===== src/rtl/rpn_pkg.sv =====
// rpn_pkg: shared types and constants for the RPN stack sequencer.
//   - op_e    : 3-bit operator opcodes carried in TOK_DAT[2:0]
//   - state_e : sequencer FSM states
//   - ERR_*   : ERR_CODE values
//   - DW      : stack data width
// Optional feature macro: RPN_DIV_EN (opcode 111 = unsigned divide).
package rpn_pkg;

  localparam int DW = 8;

  typedef enum logic [2:0] {
    OP_ADD   = 3'd0,
    OP_SUB   = 3'd1,
    OP_MUL   = 3'd2,
    OP_AND   = 3'd3,
    OP_OR    = 3'd4,
    OP_XOR   = 3'd5,
    OP_DROP2 = 3'd6,
    OP_DIV   = 3'd7
  } op_e;

  typedef enum logic [2:0] {
    S_IDLE, S_PUSH_OPND, S_POP_B, S_GAP, S_POP_A, S_EXEC, S_PUSH_RES, S_DRAIN
  } state_e;

  localparam logic [1:0] ERR_NONE    = 2'b00;
  localparam logic [1:0] ERR_UNDER   = 2'b01;
  localparam logic [1:0] ERR_OVER    = 2'b10;
  localparam logic [1:0] ERR_ILLEGAL = 2'b11;

`ifdef RPN_DIV_EN
  localparam bit DIV_EN = 1'b1;
`else
  localparam bit DIV_EN = 1'b0;
`endif

  // Without the divider, opcode 111 is rejected at decode.
  function automatic logic op_legal(input op_e op);
    return DIV_EN || (op != OP_DIV);
  endfunction

endpackage


===== src/rtl/rpn_alu.sv =====
// rpn_alu: combinational ALU for the RPN sequencer, r = a op b (mod 256).
//   a_i, b_i : operands (b is the value that was on top of the stack)
//   op_i     : opcode (rpn_pkg::op_e encoding)
//   r_o      : result (0 for DROP2 / divide-by-zero)
//   div0_o   : divide by zero detected (only when RPN_DIV_EN is defined)
// Macro RPN_DIV_EN: when undefined no divider logic is built.
module rpn_alu
  import rpn_pkg::*;
(
  input  logic [DW-1:0] a_i,
  input  logic [DW-1:0] b_i,
  input  logic [2:0]    op_i,
  output logic [DW-1:0] r_o,
  output logic          div0_o
);

  always_comb begin
    r_o    = '0;
    div0_o = 1'b0;
    case (op_e'(op_i))
      OP_ADD: r_o = a_i + b_i;
      OP_SUB: r_o = a_i - b_i;
      OP_MUL: r_o = a_i * b_i;
      OP_AND: r_o = a_i & b_i;
      OP_OR:  r_o = a_i | b_i;
      OP_XOR: r_o = a_i ^ b_i;
      OP_DIV: begin
`ifdef RPN_DIV_EN
        if (b_i == '0) div0_o = 1'b1;
        else           r_o    = a_i / b_i;
`endif
      end
      default: r_o = '0;
    endcase
  end

endmodule


===== src/rtl/rpn_ctrl.sv =====
// rpn_ctrl: token-driven sequencer, sole master of the operand stack.
//   CLK, RST           : clock, async active-high reset (also resets the stack)
//   TOK_STB/OP/DAT/ACK : token handshake; operand value or opcode in DAT[2:0]
//   CLR                : drain request, honoured in IDLE with priority over tokens
//   PUSH_STB/DAT       : push pulse + data to the stack (PUSH_ACK ignored)
//   POP_STB/DAT        : stack non-empty / current top (combinational)
//   POP_ACK            : pop pulse to the stack
//   RES_DAT/RES_VLD    : last result (held) and its one-cycle update pulse
//   ERR/ERR_CODE       : sticky error flag and first error code
//   LEVEL              : mirrored stack depth 0..DEPTH
// Macro RPN_DIV_EN enables opcode 111 as unsigned A/B.
module rpn_ctrl
  import rpn_pkg::*;
#(
  parameter int DEPTH = 16
) (
  input  logic          CLK,
  input  logic          RST,
  input  logic          TOK_STB,
  input  logic          TOK_OP,
  input  logic [DW-1:0] TOK_DAT,
  output logic          TOK_ACK,
  input  logic          CLR,
  output logic          PUSH_STB,
  output logic [DW-1:0] PUSH_DAT,
  input  logic          PUSH_ACK,
  input  logic          POP_STB,
  input  logic [DW-1:0] POP_DAT,
  output logic          POP_ACK,
  output logic [DW-1:0] RES_DAT,
  output logic          RES_VLD,
  output logic          ERR,
  output logic [1:0]    ERR_CODE,
  output logic [4:0]    LEVEL
);

  localparam logic [4:0] DEPTH_L = 5'(DEPTH);

  state_e        state_q, state_d;
  logic [4:0]    lvl_q, lvl_d;
  logic [DW-1:0] dat_q, dat_d;   // operand to push, or result to push
  logic [DW-1:0] a_q, a_d, b_q, b_d, res_q, res_d;
  op_e           op_q, op_d;
  logic          err_q, err_d;
  logic [1:0]    code_q, code_d;
  logic          ph_q, ph_d;     // DRAIN phase: 0 = pop slot, 1 = gap slot
  logic          raise;
  logic [1:0]    raise_code;
  logic [DW-1:0] alu_r;
  logic          alu_div0;

  // Push handshake is fire-and-forget.
  logic unused_push_ack;
  assign unused_push_ack = PUSH_ACK;

  rpn_alu u_alu (.a_i(a_q), .b_i(b_q), .op_i(op_q), .r_o(alu_r), .div0_o(alu_div0));

  always_ff @(posedge CLK or posedge RST) begin
    if (RST) begin
      state_q <= S_IDLE;
      lvl_q   <= '0;
      dat_q   <= '0;
      a_q     <= '0;
      b_q     <= '0;
      res_q   <= '0;
      op_q    <= OP_ADD;
      err_q   <= 1'b0;
      code_q  <= ERR_NONE;
      ph_q    <= 1'b0;
    end else begin
      state_q <= state_d;
      lvl_q   <= lvl_d;
      dat_q   <= dat_d;
      a_q     <= a_d;
      b_q     <= b_d;
      res_q   <= res_d;
      op_q    <= op_d;
      err_q   <= err_d;
      code_q  <= code_d;
      ph_q    <= ph_d;
    end
  end

  always_comb begin
    state_d    = state_q;
    lvl_d      = lvl_q;
    dat_d      = dat_q;
    a_d        = a_q;
    b_d        = b_q;
    res_d      = res_q;
    op_d       = op_q;
    err_d      = err_q;
    code_d     = code_q;
    ph_d       = ph_q;
    raise      = 1'b0;
    raise_code = ERR_NONE;
    case (state_q)
      S_IDLE: begin
        if (CLR) begin
          state_d = S_DRAIN;
          ph_d    = 1'b0;
        end else if (TOK_STB) begin
          if (!TOK_OP) begin
            if (lvl_q == DEPTH_L) begin
              raise = 1'b1; raise_code = ERR_OVER;
            end else begin
              dat_d   = TOK_DAT;
              state_d = S_PUSH_OPND;
            end
          end else begin
            op_d = op_e'(TOK_DAT[2:0]);
            if (lvl_q < 5'd2) begin
              raise = 1'b1; raise_code = ERR_UNDER;
            end else if (!op_legal(op_e'(TOK_DAT[2:0]))) begin
              raise = 1'b1; raise_code = ERR_ILLEGAL;
            end else begin
              state_d = S_POP_B;
            end
          end
        end
      end
      S_PUSH_OPND: begin
        lvl_d   = lvl_q + 5'd1;
        state_d = S_IDLE;
      end
      S_POP_B: begin
        b_d     = POP_DAT;
        lvl_d   = lvl_q - 5'd1;
        state_d = S_GAP;
      end
      // Lets the stack's top-of-stack read settle after the first pop.
      S_GAP: state_d = S_POP_A;
      S_POP_A: begin
        a_d     = POP_DAT;
        lvl_d   = lvl_q - 5'd1;
        state_d = S_EXEC;
      end
      S_EXEC: begin
        if (alu_div0) begin
          raise = 1'b1; raise_code = ERR_ILLEGAL;
          state_d = S_IDLE;
        end else if (op_q == OP_DROP2) begin
          state_d = S_IDLE;
        end else begin
          dat_d   = alu_r;
          res_d   = alu_r;  // valid on RES_DAT in the same cycle as RES_VLD
          state_d = S_PUSH_RES;
        end
      end
      S_PUSH_RES: begin
        lvl_d   = lvl_q + 5'd1;
        state_d = S_IDLE;
      end
      S_DRAIN: begin
        // Exit is only checked in a pop slot, giving 2*LEVEL+1 cycles.
        if (!ph_q) begin
          if (lvl_q == '0) begin
            err_d   = 1'b0;
            code_d  = ERR_NONE;
            state_d = S_IDLE;
          end else begin
            lvl_d = lvl_q - 5'd1;
            ph_d  = 1'b1;
          end
        end else begin
          ph_d = 1'b0;
        end
      end
      default: state_d = S_IDLE;
    endcase
    // First error wins; later errors leave the code untouched.
    if (raise && !err_q) begin
      err_d  = 1'b1;
      code_d = raise_code;
    end
  end

  assign TOK_ACK  = (state_q == S_IDLE) && TOK_STB && !CLR;
  assign PUSH_STB = (state_q == S_PUSH_OPND) || (state_q == S_PUSH_RES);
  assign PUSH_DAT = PUSH_STB ? dat_q : '0;
  assign POP_ACK  = (state_q == S_POP_B) || (state_q == S_POP_A) ||
                    ((state_q == S_DRAIN) && !ph_q && (lvl_q != '0));
  assign RES_VLD  = (state_q == S_PUSH_RES);
  assign RES_DAT  = res_q;
  assign ERR      = err_q;
  assign ERR_CODE = code_q;
  assign LEVEL    = lvl_q;

  a_pop_nonempty: assert property (@(posedge CLK) disable iff (RST) POP_ACK |-> POP_STB);
  a_push_pop_excl: assert property (@(posedge CLK) disable iff (RST) !(PUSH_STB && POP_ACK));

endmodule


===== config.mk =====
export PLATFORM = sky130hd
export DESIGN_NAME = rpn_ctrl
export DESIGN_NICKNAME = d
export VERILOG_FILES = /design/src/rtl/rpn_pkg.sv /design/src/rtl/rpn_alu.sv /design/src/rtl/rpn_ctrl.sv
export SDC_FILE = /design/constraint.sdc
export NUM_CORES = 1
export LEC_CHECK = 0
export ABC_AREA = 1
export CELL_PAD_IN_SITES_DETAIL_PLACEMENT = 1
export CELL_PAD_IN_SITES_GLOBAL_PLACEMENT = 1
export CORE_UTILIZATION = 41
export CTS_BUF_LIST = sky130_fd_sc_hd__clkbuf_4 sky130_fd_sc_hd__clkbuf_8 sky130_fd_sc_hd__clkbuf_16
export CTS_CLUSTER_DIAMETER = 100
export CTS_CLUSTER_SIZE = 12
export DETAILED_ROUTE_END_ITERATION = 12
export PLACE_DENSITY_LB_ADDON = 0.1
export SLEW_MARGIN = 40
export SYNTH_ARGS = -nofsm -noshare
export SYNTH_HDL_FRONTEND = slang
export SYNTH_SLANG_ARGS = --single-unit

===== constraint.sdc =====
create_clock -name CLK -period 4.5 [get_ports CLK]
set_clock_uncertainty 0.15 [all_clocks]
set_input_delay 0.9 -clock CLK [delete_from_list [all_inputs] [get_ports CLK]]
set_output_delay 0.9 -clock CLK [all_outputs]
set_load 0.01 [all_outputs]

Word level (Yosys, flattened, before mapping):

Cells that the tools add are included.

* bits in registers: 47
* logic and storage cells: 126

* $mul: 1
* reduce and logical (&&, ||, !) cells: 29
* multiplexer cells: 47
* bitwise logic cells: 5
* add/sub/neg operators: 4
* equal/unequal tests: 29
* magnitude comparators: 1

Operators with widths (count)
* $mux W8: 6
* $pmux W8 S6: 1
* $mux W3: 9
* $mux W2: 11
* $eq A3 B3 Y1 const B: 7
* $pmux W3 S7: 1
* $ne A2 B2 Y1 const B: 9
* $pmux W8 S2: 1
* $pmux W5 S3: 1
* $mux W1: 14
* $eq A3 B2 Y1 const B: 4
* $ne A4 B4 Y1 const B: 3
* $reduce_and A6 Y1: 2
* $mux W5: 2
* $add A8 B8 Y8: 1
* $and A8 B8 Y8: 1
* $mul A8 B8 Y8: 1
* $or A8 B8 Y8: 1
* $reduce_bool A2 Y1: 4
* $sub A8 B8 Y8: 1
* $xor A8 B8 Y8: 1
* $eq A3 B1 Y1 const B: 2
* $logic_not A3 Y1: 2
* $ne A3 B3 Y1 const B: 2
* other kinds (17): 29

Longest topological paths before layout:

* word-level depth: 10
* mapped depth: 25

Cells and area by module:

From an unflattened synthesis, not the netlist that was laid out.

* cells, all modules: 608
* area, all modules: 4376.7 um2

By module, submodules not included
* rpn_ctrl: cells each 275, area an instance 2331.0 um2, instances 1
* rpn_alu: cells each 333, area an instance 2045.7 um2, instances 1

Worst setup path before layout:

No wires, ideal clock.

* kind: register -> register
* from: register a_q[3]
* to: register dat_q[7]
* period minus slack after synthesis: 3976 ps
* arrival time: 3710 ps
* slack: 524 ps
* buffers on the path: 0
* data required time: 4234 ps
* cell stages (with the launch flop): 23
* cells stage by stage: dfrtp_1 > ha_1 > inv_1 > fa_1 > inv_1 > ha_1 > inv_1 > fa_1 > fa_1 > inv_1 > ha_1 > a21oi_1 > nand2_1 > nand2_1 > nand2_1 > nand2_1 > inv_1 > nor2_1 > nand3_1 > nand3_1 > nand4_1 > nand2_1 > nand2_1

* longest elaborated chain between the ends: 4
* elaborated cells between the ends (all ways): 6
* classes of those cells: add/sub: 2; mul: 1; mux: 3

RTL lines
* start: declaration: line rpn_ctrl.sv:42 `logic [DW-1:0] a_q, a_d, b_q, b_d, res_q, res_d;`
* start signal: assignment: line rpn_ctrl.sv:63 `a_q <= '0;`
* start signal: assignment: line rpn_ctrl.sv:74 `a_q <= a_d;`
* $mul A8 B8 Y8, or another cell as far along: line rpn_alu.sv:23 `OP_MUL: r_o = a_i * b_i;`
* $pmux W8 S6 (*): line rpn_alu.sv:20 `case (op_e'(op_i))`
* $mux W8 (*): line rpn_ctrl.sv:142 `end else if (op_q == OP_DROP2) begin`
* $pmux W8 S2 (*): line rpn_ctrl.sv:97 `case (state_q)`
* end signal: assignment: line rpn_ctrl.sv:73 `dat_q <= dat_d;`
* end: declaration: line rpn_ctrl.sv:41 `logic [DW-1:0] dat_q, dat_d;`

Every way passes the cells marked *; elsewhere a longest branch is shown, timed or not. The select of a mux whose other input is x is not followed.
A chain may end at the register's enable or synchronous reset.

Final worst setup path:

* from: register b_q[3]
* to: register dat_q[7]

* longest elaborated chain between the ends: 4
* elaborated cells between the ends (all ways): 6
* classes of those cells: add/sub: 2; mul: 1; mux: 3

RTL lines
* start: declaration: line rpn_ctrl.sv:42
* start signal: assignment: line rpn_ctrl.sv:64 `b_q <= '0;`
* start signal: assignment: line rpn_ctrl.sv:75 `b_q <= b_d;`
* $mul A8 B8 Y8, or another cell as far along: line rpn_alu.sv:23
* $pmux W8 S6 (*): line rpn_alu.sv:20
* $mux W8 (*): line rpn_ctrl.sv:142
* $pmux W8 S2 (*): line rpn_ctrl.sv:97

Marks and branches as above.

==> summary.txt <==
Logic synthesis
  – Top cells by area, synth: dfrtp_1 (28%), nand2_1 (13%), ha_1 (13%)
  – EDFF count, synth: 0
  – Post-synthesis async set-or-reset flop share: 1.00
  – Most instantiated library cell after synthesis: nand2_1
  – Main combinational cell family by area after synthesis: simple AND/OR/NAND/NOR gates
  – Synth top cells by count: nand2_1 (145), inv_1 (122), dfrtp_1 (47)
  – Xor/xnor share of the synthesized area: 0.0254
  – Compound-Gate Fraction of Synth Area: 0.125
  – Synth area leader: dfrtp_1
  – Main synth FF type: dfrtp_1
  – Synthesized cell area: around 0.0041 mm2
  – Post-synthesis cell count: between 500 and 600
  – Avg Cell Area, Syn: roughly 7.2 um2
  – YS warnings: 0
  – #FFs+latches synth: 47
  – Simple-Gate Fraction of Synth Area: 0.245
  – Synth Net Count: approximately 660
  – Post-synth top area share: 0.284
  – Post-synth cell types: between 40 and 50
  – Post-synthesis sequential area ratio: 0.284
  – Mux cell area share after synthesis: 0
  – Synth Area in Adders: 0.198

Clock tree
  – Clock Latency Late Sink: ~0.32 ns
  – Post-CTS setup buffers: 0
  – CTS max path bufs: 2
  – Clock transition at path regs: ~0.090 ns
  – Clock root buffer: clkbuf_8
  – Cts bufs inserted: 5
  – Clk sinks: 47
  – CTS tree: yes
  – H-tree levels: 2

Setup path
  – R2R Path End: dat_q[7]
  – CP Launch Type: flip-flop
  – CP endpoint: dat_q[7]
  – R2r setup slk: around 0.28 ns
  – Worst Path Buf+Inv: 5
  – Worst setup EP type: flip-flop
  – Delay-heaviest family, CP: adder cells
  – Critical path class: flip-flop to flip-flop
  – Crit Path Max Fanout: 4
  – Cells along the critical path: buf_4 > nand2_1 > inv_1 > fa_1 > inv_1 > fa_1 > fa_1 > fa_1 > inv_1 > ha_4 > a21oi_2 > nand2_1 > nand2_1 > nand2_1 > nand2_1 > inv_1 > nor2_1 > nand3_1 > nand3_2 > nand4_1 > nand2_1 > nand2_1
  – CP required: approximately 4.6 ns
  – Crit path DAT: 4.29 ns
  – Most frequent CP cell: nand2_1
  – Peak per-stage delay on the critical path: between 0.5 and 0.6 ns
  – CP Depth: 22
  – Reg2reg path depth: 22
  – Critical-path top delay cell: fa_1
  – Worst r2r src: b_q[3]
  – Worst Setup SP: b_q[3]

Timing
  – Final max-slew violation count: 0
  – Sum Neg Setup Slack: 0 ns
  – Final min period: ~4.2 ns
  – Max Fclk: around 0.24 GHz
  – Tcrit/Tclk final: 0.938
  – Endpoints failing hold: 0
  – # setup viols final: 0
  – Unrepaired setup endpoints after global routing: no
  – Slew HR: 0.522
  – Slew @ Worst Pin: approximately 0.7 ns

Detailed routing
  – Initial DRC Count: 107
  – Residual DRC: 0
  – Routed wl met2: roughly 6400 um
  – Vias/cell: a little over 5
  – Routed met1 length: about 5400 um
  – Per-cell routed wire length: about 16 um
  – Detail Route Antenna Nets: 0
  – DR top layer: met4
  – Post-Route WL: 12600 um
  – Metal3 WL: ~420 um
  – Drt first pass iters: 4
  – Total number of vias: 3992

Global routing
  – GRT Total Usage: 0.255
  – Vias in the first global route: about 4.2k
  – Antenna violations before repair: 0
  – Maximum number of pins on one net before global-route repair: between 40 and 50
  – GRT overflow: 0
  – First-pass GRT wire length: ~20000 um

Cells and area
  – Area grow syn2layout: 20.9%
  – Reg area: 0.00118 mm2
  – Fillers: about 1.3k
  – Antenna Cells: 0
  – Share of post-route cells with drive strength above 1: 0.0671
  – Fin nets: 720
  – Area of the multi-input gates: 0.00248 mm2

Min path
  – Hold WC Path Type: flip-flop to flip-flop

Die
  – Row cnt: 36
  – Die X: between 100 and 150 um
  – Die area: around 0.011 mm2
  – Initial Util: 0.424
  – Die Y: approximately 100 um
  – Core area: roughly 0.0098 mm2
  – Top-level I/O count: 51

Place
  – Number of port buffers: between 40 and 50
  – Post-DP HPWL: 10100 um
  – Final RePlAce weighted congestion: ~0.85

Run
  – Max-Cap Viols: 0

Outcome
  – Status: finished, final reports clean
## routing by layer
metal,track usage,vias to the layer above
met5,0,-
met4,0.0923,0
met3,0.0393,24
met2,0.470,76
met1,0.298,1950
li1,-,1942
## kinds of logic (layout without fill, tap and decap cells)
family                     after synthesis  after routing
AOI/OAI and AO/OA                       86             86
xor gates and xnor gates                12             12
adders and majority gates               57             57
buffers and inverters                  133            197
DFF                                     47             47
and+or+nand+nor                        242            242
## metrics by stage
stage,worst slack (ns),area (um2),util,hold WS (ns),instances
3_3_place_gp,0.185,4860,0.497,0.310,766
4_1_cts,0.0894,4980,0.510,0.339,774
6_report,0.281,5000,0.512,0.336,774
3_5_place_dp,0.0949,4860,0.498,0.314,766
5_1_grt,0.0358,5000,0.512,0.361,774
2_1_floorplan,0.524,4140,-,0.299,577
## worst min-delay path by stage
stage,end,cells after the start,from
finish,RES_DAT[4],1,RES_DAT[4]
global route,RES_DAT[6],2,RES_DAT[6]
global placement,RES_DAT[4],1,RES_DAT[4]
detailed placement,RES_DAT[3],2,RES_DAT[3]
floorplan,dat_q[7],2,dat_q[7]
CTS,RES_DAT[3],2,RES_DAT[3]
## area by class of cell
type / instances / area share
multi-input cells: 397 / 0.495
well taps: 133 / 0.0333
clock buffers: 6 / 0.0165
inverters: 127 / 0.0958
repair buffers: 62 / 0.117
clock inverters: 2 / 0.00700
flip-flops and latches: 47 / 0.235
## state kept, by name (all words and copies together), names as in the netlist
name and count:
state_q 3, op_q 3, a_q 8, dat_q 8, ph_q 1, b_q 8
RES_DAT 8, LEVEL 5, ERR 1, ERR_CODE 2
## placed cells by master, fill, tap and decap left out, drive strengths merged
master         instances
a211oi                 2
a21boi                 1
a21o                   1
a21oi                 31
a221oi                 3
a22o                   1
a22oi                  7
a31oi                  1
buf                   14
bufinv                 1
clkbuf                 6
clkdlybuf4s50         48
clkinv                 1
dfrtp                 47
fa                    14
ha                    43
inv                  127
nand2                146
nand3                 38
nand3b                 2
nand4                  3
nor2                  41
nor3                   7
nor3b                  1
o2111ai                1
o211ai                 1
o21a                   1
o21ai                 30
o21bai                 1
o221ai                 1
o22ai                  1
o31a                   1
o31ai                  2
or2                    4
xnor2                  1
xor2                  11
## timing repair
item	4_1_cts	5_1_grt
hold buffers	0	0
setup endpoints to repair	0	2
resized for setup	0	5
Power is not shown: default switching activity piles up to over one toggle a cycle in this logic, so the estimate is an artifact.
